## src/rtl/opb_regbank_ppc2simulink.sv

```systemverilog
// OPB slave bank of C_NUM_REGS 32-bit PPC-writable registers exported to Simulink with per-word update strobes.
// Define OPB_REGBANK_SHADOW_EN for shadowed writes committed atomically by a write to index C_NUM_REGS.
module opb_regbank_ppc2simulink #(
    parameter logic [31:0] C_BASEADDR   = 32'h01000400,
    parameter logic [31:0] C_HIGHADDR   = 32'h010004FF,
    parameter int unsigned C_OPB_AWIDTH = 32,
    parameter int unsigned C_OPB_DWIDTH = 32,
    parameter string       C_FAMILY     = "virtex5",
    parameter int unsigned C_NUM_REGS   = 4,
    parameter logic [31:0] C_RESET_VAL  = 32'h00000000
) (
    input  logic                     OPB_Clk,
    input  logic                     OPB_Rst,
    input  logic [0:C_OPB_AWIDTH-1]  OPB_ABus,
    input  logic [0:3]               OPB_BE,
    input  logic [0:C_OPB_DWIDTH-1]  OPB_DBus,
    input  logic                     OPB_RNW,
    input  logic                     OPB_select,
    input  logic                     OPB_seqAddr,
    output logic [0:C_OPB_DWIDTH-1]  Sl_DBus,
    output logic                     Sl_xferAck,
    output logic                     Sl_errAck,
    output logic                     Sl_retry,
    output logic                     Sl_toutSup,
    output logic [C_NUM_REGS*32-1:0] user_data_out,
    output logic [C_NUM_REGS-1:0]    user_data_valid
);

    typedef enum logic [1:0] {
        S_IDLE,
        S_ACK,
        S_GAP
    } state_t;

    state_t r_state;
    state_t w_next;

    logic [31:0]           w_addr;
    logic [31:0]           w_off;
    logic [31:0]           w_idx;
    logic [31:0]           w_wdata;
    logic [31:0]           w_rdata;
    logic [31:0]           w_mask;
    logic [3:0]            w_be;
    logic                  w_hit;
    logic                  w_take;
    logic                  w_any_be;
    logic                  w_unused;

    logic [31:0]           r_regs [C_NUM_REGS];
    logic [31:0]           r_dbus;
    logic [C_NUM_REGS-1:0] r_valid;
`ifdef OPB_REGBANK_SHADOW_EN
    logic [31:0]           r_shadow [C_NUM_REGS];
    logic [C_NUM_REGS-1:0] r_dirty;
`endif

    if (C_OPB_DWIDTH != 32 || C_NUM_REGS < 1 || C_NUM_REGS > 16 || C_FAMILY == "") begin : g_bad_cfg
        $error("opb_regbank_ppc2simulink: unsupported configuration");
    end

    // Descending vectors keep OPB bit 0 as user bit 31, so plain assignment does the bit reversal.
    assign w_addr   = OPB_ABus;
    assign w_wdata  = OPB_DBus;
    assign w_be     = OPB_BE;
    assign w_off    = w_addr - C_BASEADDR;
    assign w_idx    = {2'b00, w_off[31:2]};
    assign w_hit    = OPB_select && (w_addr >= C_BASEADDR) && (w_addr <= C_HIGHADDR);
    assign w_take   = (r_state == S_IDLE) && w_hit;
    assign w_any_be = |w_be;
    assign w_mask   = {{8{w_be[3]}}, {8{w_be[2]}}, {8{w_be[1]}}, {8{w_be[0]}}};
    assign w_unused = ^{OPB_seqAddr, w_off[1:0]};

    always_ff @(posedge OPB_Clk or posedge OPB_Rst) begin
        if (OPB_Rst) begin
            r_state <= S_IDLE;
        end else begin
            r_state <= w_next;
        end
    end

    always_comb begin
        w_next = r_state;
        case (r_state)
            S_IDLE:  if (w_hit) w_next = S_ACK;
            S_ACK:   w_next = S_GAP;
            S_GAP:   w_next = S_IDLE;
            default: w_next = S_IDLE;
        endcase
    end

    always_comb begin
        w_rdata = '0;
        for (int unsigned k = 0; k < C_NUM_REGS; k++) begin
`ifdef OPB_REGBANK_SHADOW_EN
            if (w_idx == k) w_rdata = r_shadow[k];
`else
            if (w_idx == k) w_rdata = r_regs[k];
`endif
        end
`ifdef OPB_REGBANK_SHADOW_EN
        if (w_idx == C_NUM_REGS) w_rdata[C_NUM_REGS-1:0] = r_dirty;
`endif
    end

    always_ff @(posedge OPB_Clk or posedge OPB_Rst) begin
        if (OPB_Rst) begin
            r_dbus  <= '0;
            r_valid <= '0;
            for (int unsigned k = 0; k < C_NUM_REGS; k++) begin
                r_regs[k] <= C_RESET_VAL;
`ifdef OPB_REGBANK_SHADOW_EN
                r_shadow[k] <= C_RESET_VAL;
`endif
            end
`ifdef OPB_REGBANK_SHADOW_EN
            r_dirty <= '0;
`endif
        end else begin
            r_dbus  <= '0;
            r_valid <= '0;
            if (w_take && OPB_RNW) begin
                r_dbus <= w_rdata;
            end
            if (w_take && !OPB_RNW) begin
`ifdef OPB_REGBANK_SHADOW_EN
                for (int unsigned k = 0; k < C_NUM_REGS; k++) begin
                    if (w_idx == k && w_any_be) begin
                        r_shadow[k] <= (r_shadow[k] & ~w_mask) | (w_wdata & w_mask);
                        r_dirty[k]  <= 1'b1;
                    end
                end
                // Commit publishes all dirty words on the same edge so Simulink never sees a partial update.
                if (w_idx == C_NUM_REGS) begin
                    for (int unsigned k = 0; k < C_NUM_REGS; k++) begin
                        if (r_dirty[k]) r_regs[k] <= r_shadow[k];
                    end
                    r_valid <= r_dirty;
                    r_dirty <= '0;
                end
`else
                for (int unsigned k = 0; k < C_NUM_REGS; k++) begin
                    if (w_idx == k && w_any_be) begin
                        r_regs[k]  <= (r_regs[k] & ~w_mask) | (w_wdata & w_mask);
                        r_valid[k] <= 1'b1;
                    end
                end
`endif
            end
        end
    end

    for (genvar g = 0; g < C_NUM_REGS; g++) begin : g_out
        assign user_data_out[32*g +: 32] = r_regs[g];
    end

    assign Sl_DBus         = r_dbus;
    assign Sl_xferAck      = (r_state == S_ACK);
    assign user_data_valid = r_valid;
    assign Sl_errAck       = 1'b0;
    assign Sl_retry        = 1'b0;
    assign Sl_toutSup      = 1'b0;

endmodule
```

## config.mk

```make
export PLATFORM = sky130hd
export DESIGN_NAME = opb_regbank_ppc2simulink
export DESIGN_NICKNAME = d
export VERILOG_FILES = /design/src/rtl/opb_regbank_ppc2simulink.sv
export SDC_FILE = /design/constraint.sdc
export NUM_CORES = 1
export LEC_CHECK = 0
export BUFFER_PORTS_ARGS = -buffer_cell sky130_fd_sc_hd__buf_2
export CAP_MARGIN = 10
export CORE_UTILIZATION = 40
export CTS_CLUSTER_SIZE = 20
export DETAILED_ROUTE_END_ITERATION = 8
export GPL_TIMING_DRIVEN = 1
export PLACE_DENSITY = 0.66
export SLEW_MARGIN = 20
export SYNTH_ARGS = -nofsm -noshare
export SYNTH_HDL_FRONTEND = slang
export SYNTH_SLANG_ARGS = --single-unit
```

## constraint.sdc

```tcl
create_clock -name OPB_Clk -period 10.9 [get_ports OPB_Clk]
set_input_delay 1.09 -clock OPB_Clk [delete_from_list [all_inputs] [get_ports OPB_Clk]]
set_output_delay 1.09 -clock OPB_Clk [all_outputs]
set_load 0.005 [all_outputs]
```

# [Word-level counts from Yosys, hierarchy flattened]
# Cells that the tools add are included.
[op_classes] n_bitwise=10 n_lt_le_gt_ge=2 eq_ne=5 n_mux=12 reduce_logical=17 n_addsub=1
[ops] operator="32-bit bitwise AND" n=5
[ops] operator="32-bit two-way mux" n=5
[ops] operator="32-bit OR" n=4
[ops] operator="30-bit by 2-bit equality test with 1-bit output (second input constant)" n=2
[ops] operator="32-bit by 25-bit greater-or-equal comparator with 1-bit output (second input constant)" n=1
[ops] operator="32-bit by 25-bit <= comparator with 1-bit output (second input constant)" n=1
[ops] operator="32-bit logical NOT" n=1
[ops] operator="32-bit inverter" n=1
[ops] operator="32-bit by 25-bit subtractor with 32-bit output (second input constant)" n=1
[ops] operator="30-bit by 1-bit equality test with 1-bit output (second input constant)" n=1
[ops] operator="1-bit logical AND" n=9
[ops] operator="2-bit AND reduction" n=4
[ops] operator="1-bit two-way mux" n=4
[ops] operator="4-bit two-way mux" n=1
[ops] operator="2-bit one-hot mux with 2 select lines" n=1
[ops] operator="4-bit OR reduction" n=1
[ops] operator="2-bit by 1-bit equality test with 1-bit output (second input constant)" n=1
[ops] operator="2-bit logical NOT" n=1
[ops] operator="2-bit two-way mux" n=1
[ops] operator="2-bit != test (second input constant)" n=1
[ops] operator="1-bit logical NOT" n=1
[totals] ff_bits=166

# [Logic depth before layout (Yosys ltp)]
# Gate-level depths: netlist (run 1).
[logic_depth] depth_word=7 ltp_mapped=7 depth_no_buf=5

# [Worst setup path after synthesis (run 1)]
# OpenSTA, ideal clock, no wires.
[synth_path] kind="input-to-reg" start="input port OPB_ABus[6] (netlist name)" end="register (tool-made name)" setup_slack_ns=7.716 t_arrival_ns=3.059 stages=5 required_ns=10.775 cell_sequence="or3_4 -> nor4_4 -> nand3_4 -> nor4_4 -> mux2_4"
[synth_lines] item="start: declaration" line_no="14" text="input logic [0:C_OPB_AWIDTH-1] OPB_ABus,"

# [Final worst setup path (run 1)]
[layout_path] start="input port OPB_ABus[20] (netlist name)" end="register r_dbus[10] (netlist: Sl_DBus[21])"
[layout_via] elab_chain_len=7 elab_cells_between_ends=16 cone_classes="add/sub: 1; order compare: 2; eq/ne: 3; mux: 5; reduce/logical: 5"
[layout_lines] item="32-bit by 25-bit subtractor with 32-bit output" line_no="66" text="assign w_off = w_addr - C_BASEADDR;"
[layout_lines] item="32-bit logical NOT" line_no="98" text="if (w_idx == k) w_rdata = r_regs[k];"
[layout_lines] item="32-bit two-way mux (4 in series)" line_no="98"
[layout_lines] item="32-bit two-way mux *" line_no="122" text="if (w_take && OPB_RNW) begin"
[layout_lines] item="end signal: assignment" line_no="123" text="r_dbus <= w_rdata;"
[layout_lines] item="end: declaration" line_no="51" text="logic [31:0] r_dbus;"
# Every way passes the cells marked *; elsewhere a longest branch is shown, timed or not.
# A chain may end at the register's enable or synchronous reset.

==> results of run 1 <==
## cells in the mapped netlist, types with 3 or more instances
cell type	count	area [µm²]
buf_1	3	11.3
dfrtp_1	166	4150
and3_1	36	225
mux4_2	32	721
mux2_4	8	120
nand2_1	8	30.0
buf_4	3	22.5
nand4_1	7	43.8
nand3b_1	4	30.0
nor4_1	4	25.0
mux2_1	4	45.0
nor2_1	4	15.0
clkbuf_1	12	45.0
and3_2	4	30.0
mux2_2	116	1310
nor3_4	4	65.1
nor4_4	6	128
## worst paths after layout
path | to | slack (ns) | depth (start not counted)
setup / recovery | Sl_DBus[21] | 7.36 | 7
hold / removal | r_state[1] | 0.46 | 1
setup reg to reg | Sl_DBus[21] | 7.83 | 6
hold reg to reg | r_state[1] | 0.46 | 1
max in group asynchronous | asynchronous set/reset pin | 8.65 | 3
min in group asynchronous | Sl_DBus[0] | 0.86 | 2
## worst max-delay path, cell delays in order
cell	delay (ns)
buf_2	0.11
nor4_4	0.32
nand2_1	0.15
nor3_1	0.79
and4bb_1	0.85
buf_4	0.36
and3_1	0.20
## per-layer routing
layer	up-vias	global-route usage	routed length (µm)
li1	2195	-	-
met1	2608	0.260	7650
met2	160	0.355	9640
met3	18	0.0541	1160
met4	0	0.0772	295
met5	-	0	0
## power by group through the flow
stage	Combinational (µW)	Clock [µW]	Sequential, µW
floorplan	27.0	0	628
global placement	52.5	0	627
detailed placement	54.5	0	627
CTS	54.7	613	616
global route	59.4	638	615
finish	52.8	600	616
## per-stage QoR
stage	setup slack (ns)	utilization	instance area (µm²)	hold WS (ns)
global placement	7.02	0.493	8650	0.463
finish	7.36	0.527	9250	0.464
floorplan	5.32	-	7270	0.426
detailed placement	6.98	0.493	8650	0.457
global route	7.15	0.527	9250	0.472
CTS	7.43	0.527	9240	0.466
## final cells by class
type,count,share of cell area
sequential,166,0.449
inverter,2,0.00135
tap,225,0.0305
antenna,2,0.000541
timing repair buffer,237,0.129
multi-input combinational,265,0.325
clock buffer,19,0.0490
clock inverter,13,0.0146
## kinds of logic after synthesis
kind of cell | share of synthesized area
compound gates | 0.00327
buf+inv | 0.0148
flops | 0.572
mux | 0.303
other cells | 0.000516
simple gates | 0.106
==> results by group, run 1 <==
Outcome
  – Status: completed

Final layout
  – Area growth syn-to-layout: 27.3%
  – Most common cell after layout, fill and taps aside: buf_2
  – Nets: 762
  – Layout cells sized above 1: 0.637
  – Commonest cells after routing, fill and taps aside: buf_2 (233), dfrtp_1 (166), mux2_2 (116)
  – Fin cells: 929
  – Fill count: 1514
  – Multi-input logic area: 3010 µm²
  – Register Area: 4150 µm²

Timing
  – Setup TNS: 0 ns
  – Worst slew pin tran: 1.01 ns
  – Tmin final: 3.54 ns
  – Max-slew violation count: 0
  – Setup violations, final: 0
  – Final worst-path cycle share: 0.324
  – Relative slew slack: 0.327
  – Final hold violation count: 0
  – Fmax achieved: 283 MHz
  – Unrepaired setup endpoints after global routing: no
  – Worst Skew: 0.00794 ns

Synth
  – Synth warn: 0
  – EDFF count, synth: 0
  – Synthesized area per cell: 16.1 µm²
  – Main synth FF type: dfrtp_1
  – Sequential element share of the synthesized area: 0.572
  – Distinct cells, synth: 41
  – Async set-reset flop share out of synthesis: 1.00
  – #FFs+latches synth: 166
  – Synth Instances: 452
  – Netlist Area Pre-Place: 7260 µm²

Clocking
  – Clock Pin Slew Worst Setup and Hold Paths: 0.07 ns
  – CTS sink cnt: 166
  – H-tree depth: 4
  – CTS tree: done
  – Total CTS buffers: 17
  – CTS resizes: 0
  – Hold buffers post-CTS: 0
  – Clock buffer depth: 2
  – Clk_lat worst skew: 0.42 ns
  – Post-CTS Setup Inserts: 0
  – Clock root buffer master: clkbuf_16

Pwr
  – Pint: 968 µW
  – Cell Pwr Density: 137 nW/µm²
  – Clock power frac: 0.473
  – Max VDD drop: 0.101 mV
  – Sequential share of power: 0.485
  – Leakage: 0.00519 µW
  – Sw power: 301 µW
  – Tot Pwr: 1270 µW
  – Comb pwr share: 0.042
  – Net Sw Frac: 0.237

Detailed routing
  – Drt first pass iters: 4
  – DR vias: 4981
  – DRT antenna net count: 0
  – Iter 0 DRT Violations: 127
  – Via density per instance: 5.36
  – Final wirelength: 18.7 mm
  – WL/cell: 20.2 µm
  – DRC: 0

Min path
  – Hold_sp: r_state[1]
  – Worst hold path class: flop to flop

Global route
  – Vias in the first global route: 5187
  – Largest net degree at the start of global routing: 111
  – Gr ovfl total: 0
  – Initial antenna violation count: 3
  – GRT Overall Usage: 0.211
  – First-pass GRT wire length: 29.2 mm

Die
  – Die Width: 137 µm
  – Std-Cell Rows: 48
  – Core area: 17500 µm²
  – Die area: 18700 µm²
  – Die height: 137 µm
  – Initial Utilization: 0.414
  – # IOs: 241

Job
  – Max_cap viols: 0

Worst setup path
  – Worst path arrival time: 3.89 ns
  – CP Launch Type: input port
  – CP Max Fanout: 18
  – Critical Path RT: 11.25 ns
  – CP Launch Point: OPB_ABus[20]
  – Worst R2R Start: r_state[0]
  – Critical path capture point type: flop
  – Setup CP Type: input port to flop

Placement
  – Routability cong.: 0.758
  – Placed Cells: 895
  – Post-DP HPWL: 12.9 mm
  – Port buffer count: 234
No activity file was read; power rests on OpenSTA's default activity.
==> run 2: changes to the inputs <==
--- a/config.mk
+++ b/config.mk
@@ -11,7 +11,7 @@
 export CTS_CLUSTER_SIZE = 20
 export DETAILED_ROUTE_END_ITERATION = 8
 export GPL_TIMING_DRIVEN = 1
-export PLACE_DENSITY = 0.66
+export PLACE_DENSITY = 0.68
 export SLEW_MARGIN = 20
 export SYNTH_ARGS = -nofsm -noshare
 export SYNTH_HDL_FRONTEND = slang
==> constraint.sdc (replaced) <==
create_clock -name OPB_Clk -period 3 [get_ports OPB_Clk]
set_input_delay 0.3 -clock OPB_Clk [delete_from_list [all_inputs] [get_ports OPB_Clk]]
set_output_delay 0.3 -clock OPB_Clk [all_outputs]
set_load 0.005 [all_outputs]
==> run 2 against run 1 <==
Net effect: highest routed layer is now met5; largest cell class unchanged; cell count up 2.4%; combinational power grew to 3.9 times the previous value; worst hold slack lost 0.32 ns.
==> results by group, run 2 (synthesized netlist as in run 1, its figures left out) <==
Final layout
  – Area growth syn-to-layout: 29.9%
  – Fin area: 9430 µm²
  – Nets: 783
  – Layout cells sized above 1: 0.646
  – Commonest cells after routing, fill and taps aside: buf_2 (233), dfrtp_1 (166), mux2_2 (116)
  – Most common cell after layout, fill and taps aside: buf_2

Global route
  – GRT Overall Usage: 0.217
  – Vias in the first global route: 5262
  – First-pass GRT wire length: 29.7 mm
  – Gr ovfl total: 0
  – Largest net degree at the start of global routing: 62
  – Initial antenna violation count: 4

Worst setup path
  – Worst R2R Start: r_state[1]
  – Critical Path RT: 3.31 ns
  – Critical path capture point type: flop
  – Flop2flop setup slack: 0.61 ns
  – Setup CP Type: flop to flop
  – CP Launch Type: flop
  – CP Launch Point: r_state[1]
  – Worst path arrival time: 2.70 ns
  – CP Max Fanout: 11
  – R2R depth: 5

Detailed routing
  – Via density per instance: 5.29
  – DRC: 0
  – Drt first pass iters: 4
  – DRT antenna net count: 0
  – Final wirelength: 19.1 mm
  – DR vias: 5033
  – Iter 0 DRT Violations: 174
  – WL/cell: 20.1 µm

Clocking
  – Post-CTS Setup Inserts: 0
  – CTS tree: done
  – Clock root buffer master: clkbuf_16
  – Total CTS buffers: 17
  – Clk_lat worst skew: 0.43 ns
  – Hold buffers post-CTS: 1
  – H-tree depth: 4
  – CTS sink cnt: 166
  – Clock Pin Slew Worst Setup and Hold Paths: 0.07 ns
  – CTS resizes: 0
  – Clock buffer depth: 2

Timing
  – Setup violations, final: 0
  – Final worst-path cycle share: 0.796
  – Worst slew pin tran: 0.728 ns
  – Tmin final: 2.39 ns
  – Final hold violation count: 0
  – Setup TNS: 0 ns
  – Max-slew violation count: 0
  – Fmax achieved: 419 MHz
  – Unrepaired setup endpoints after global routing: no
  – Relative slew slack: 0.514
  – Worst Skew: 0.00883 ns

Placement
  – Placed instance area: 8840 µm²
  – Port buffer count: 234
  – Post-DP HPWL: 13.5 mm
  – Routability cong.: 0.719

Die
  – Die area: 18700 µm²
  – # IOs: 241
  – Std-Cell Rows: 48
  – Initial Utilization: 0.414
  – Die height: 137 µm
  – Core area: 17500 µm²
  – Die Width: 137 µm

Pwr
  – Leakage: 0.00529 µW
  – Tot Pwr: 4570 µW
  – Max VDD drop: 0.393 mV
  – Cell Pwr Density: 485 nW/µm²

Outcome
  – Status: completed

Job
  – Max_cap viols: 0

Min path
  – Worst hold path class: input port to flop
## run 2: changes by cell type in the layout (fill, tap and decap cells not counted)
cell           previous run  this run
clkinv_2                  1         3
clkinv_4                  1         3
inv_8                     2         1
inv_6                     8         2
buf_12                    0         3
clkinvlp_4                1         4
diode_2                   2         3
dlygate4sd3_1             0         1
buf_4                     4        21
## run 2: metrics by stage
| stage | hold slack, ns | utilization | cells | setup slack, ns |
|---|---|---|---|---|
| 3_5_place_dp | 0.457 | 0.504 | 915 | 0.301 |
| 5_1_grt | 0.130 | 0.538 | 950 | 0.380 |
| 6_report | 0.140 | 0.538 | 951 | 0.611 |
| 3_3_place_gp | 0.435 | 0.504 | 915 | 0.354 |
| 2_1_floorplan | 0.426 | - | 454 | 0.587 |
| 4_1_cts | 0.127 | 0.537 | 948 | 0.526 |
## run 2: power by group
part / total (µW) / internal [µW] / switching [µW]
Sequential: 2240 / 2240 / 0.00000169
Clock: 2130 / 1200 / 933
Combinational: 206 / 72.5 / 134
## run 2: routing by layer
metal	GRT usage	up-vias	routed length, µm
met3	0.0541	22	1140
li1	-	2236	-
met4	0.0877	2	364
met2	0.364	171	9750
met5	0	-	8
met1	0.266	2602	7880
## run 2: area by class of cell
type                    instances  area [µm²]
diodes                          3        7.51
clock buffers                  19         453
clock inverters                13         123
fillers                      1480        8110
inverters                       2        11.3
multi-input cells             265        3010
flip-flops and latches        166        4150
well taps                     225         282
repair buffers                258        1390
## run 2: worst min-delay path by stage
| stage | start | to | cells after the start |
|---|---|---|---|
| after detailed placement | OPB_Rst | Sl_DBus[1] | 2 |
| after global routing | OPB_DBus[25] | flop | 2 |
| after global placement | OPB_Rst | Sl_DBus[1] | 2 |
| after floorplan | r_state[1] | r_state[1] | 1 |
| final | OPB_DBus[15] | flop | 2 |
| after CTS | OPB_DBus[25] | flop | 2 |
## run 2: worst max-delay path, cell delays in order, from the launching register on
cell     delay, ns
dfrtp_1       0.40
nor4_1        0.32
nand3_1       0.13
or3_4         0.49
nor3_4        0.53
mux2_2        0.40
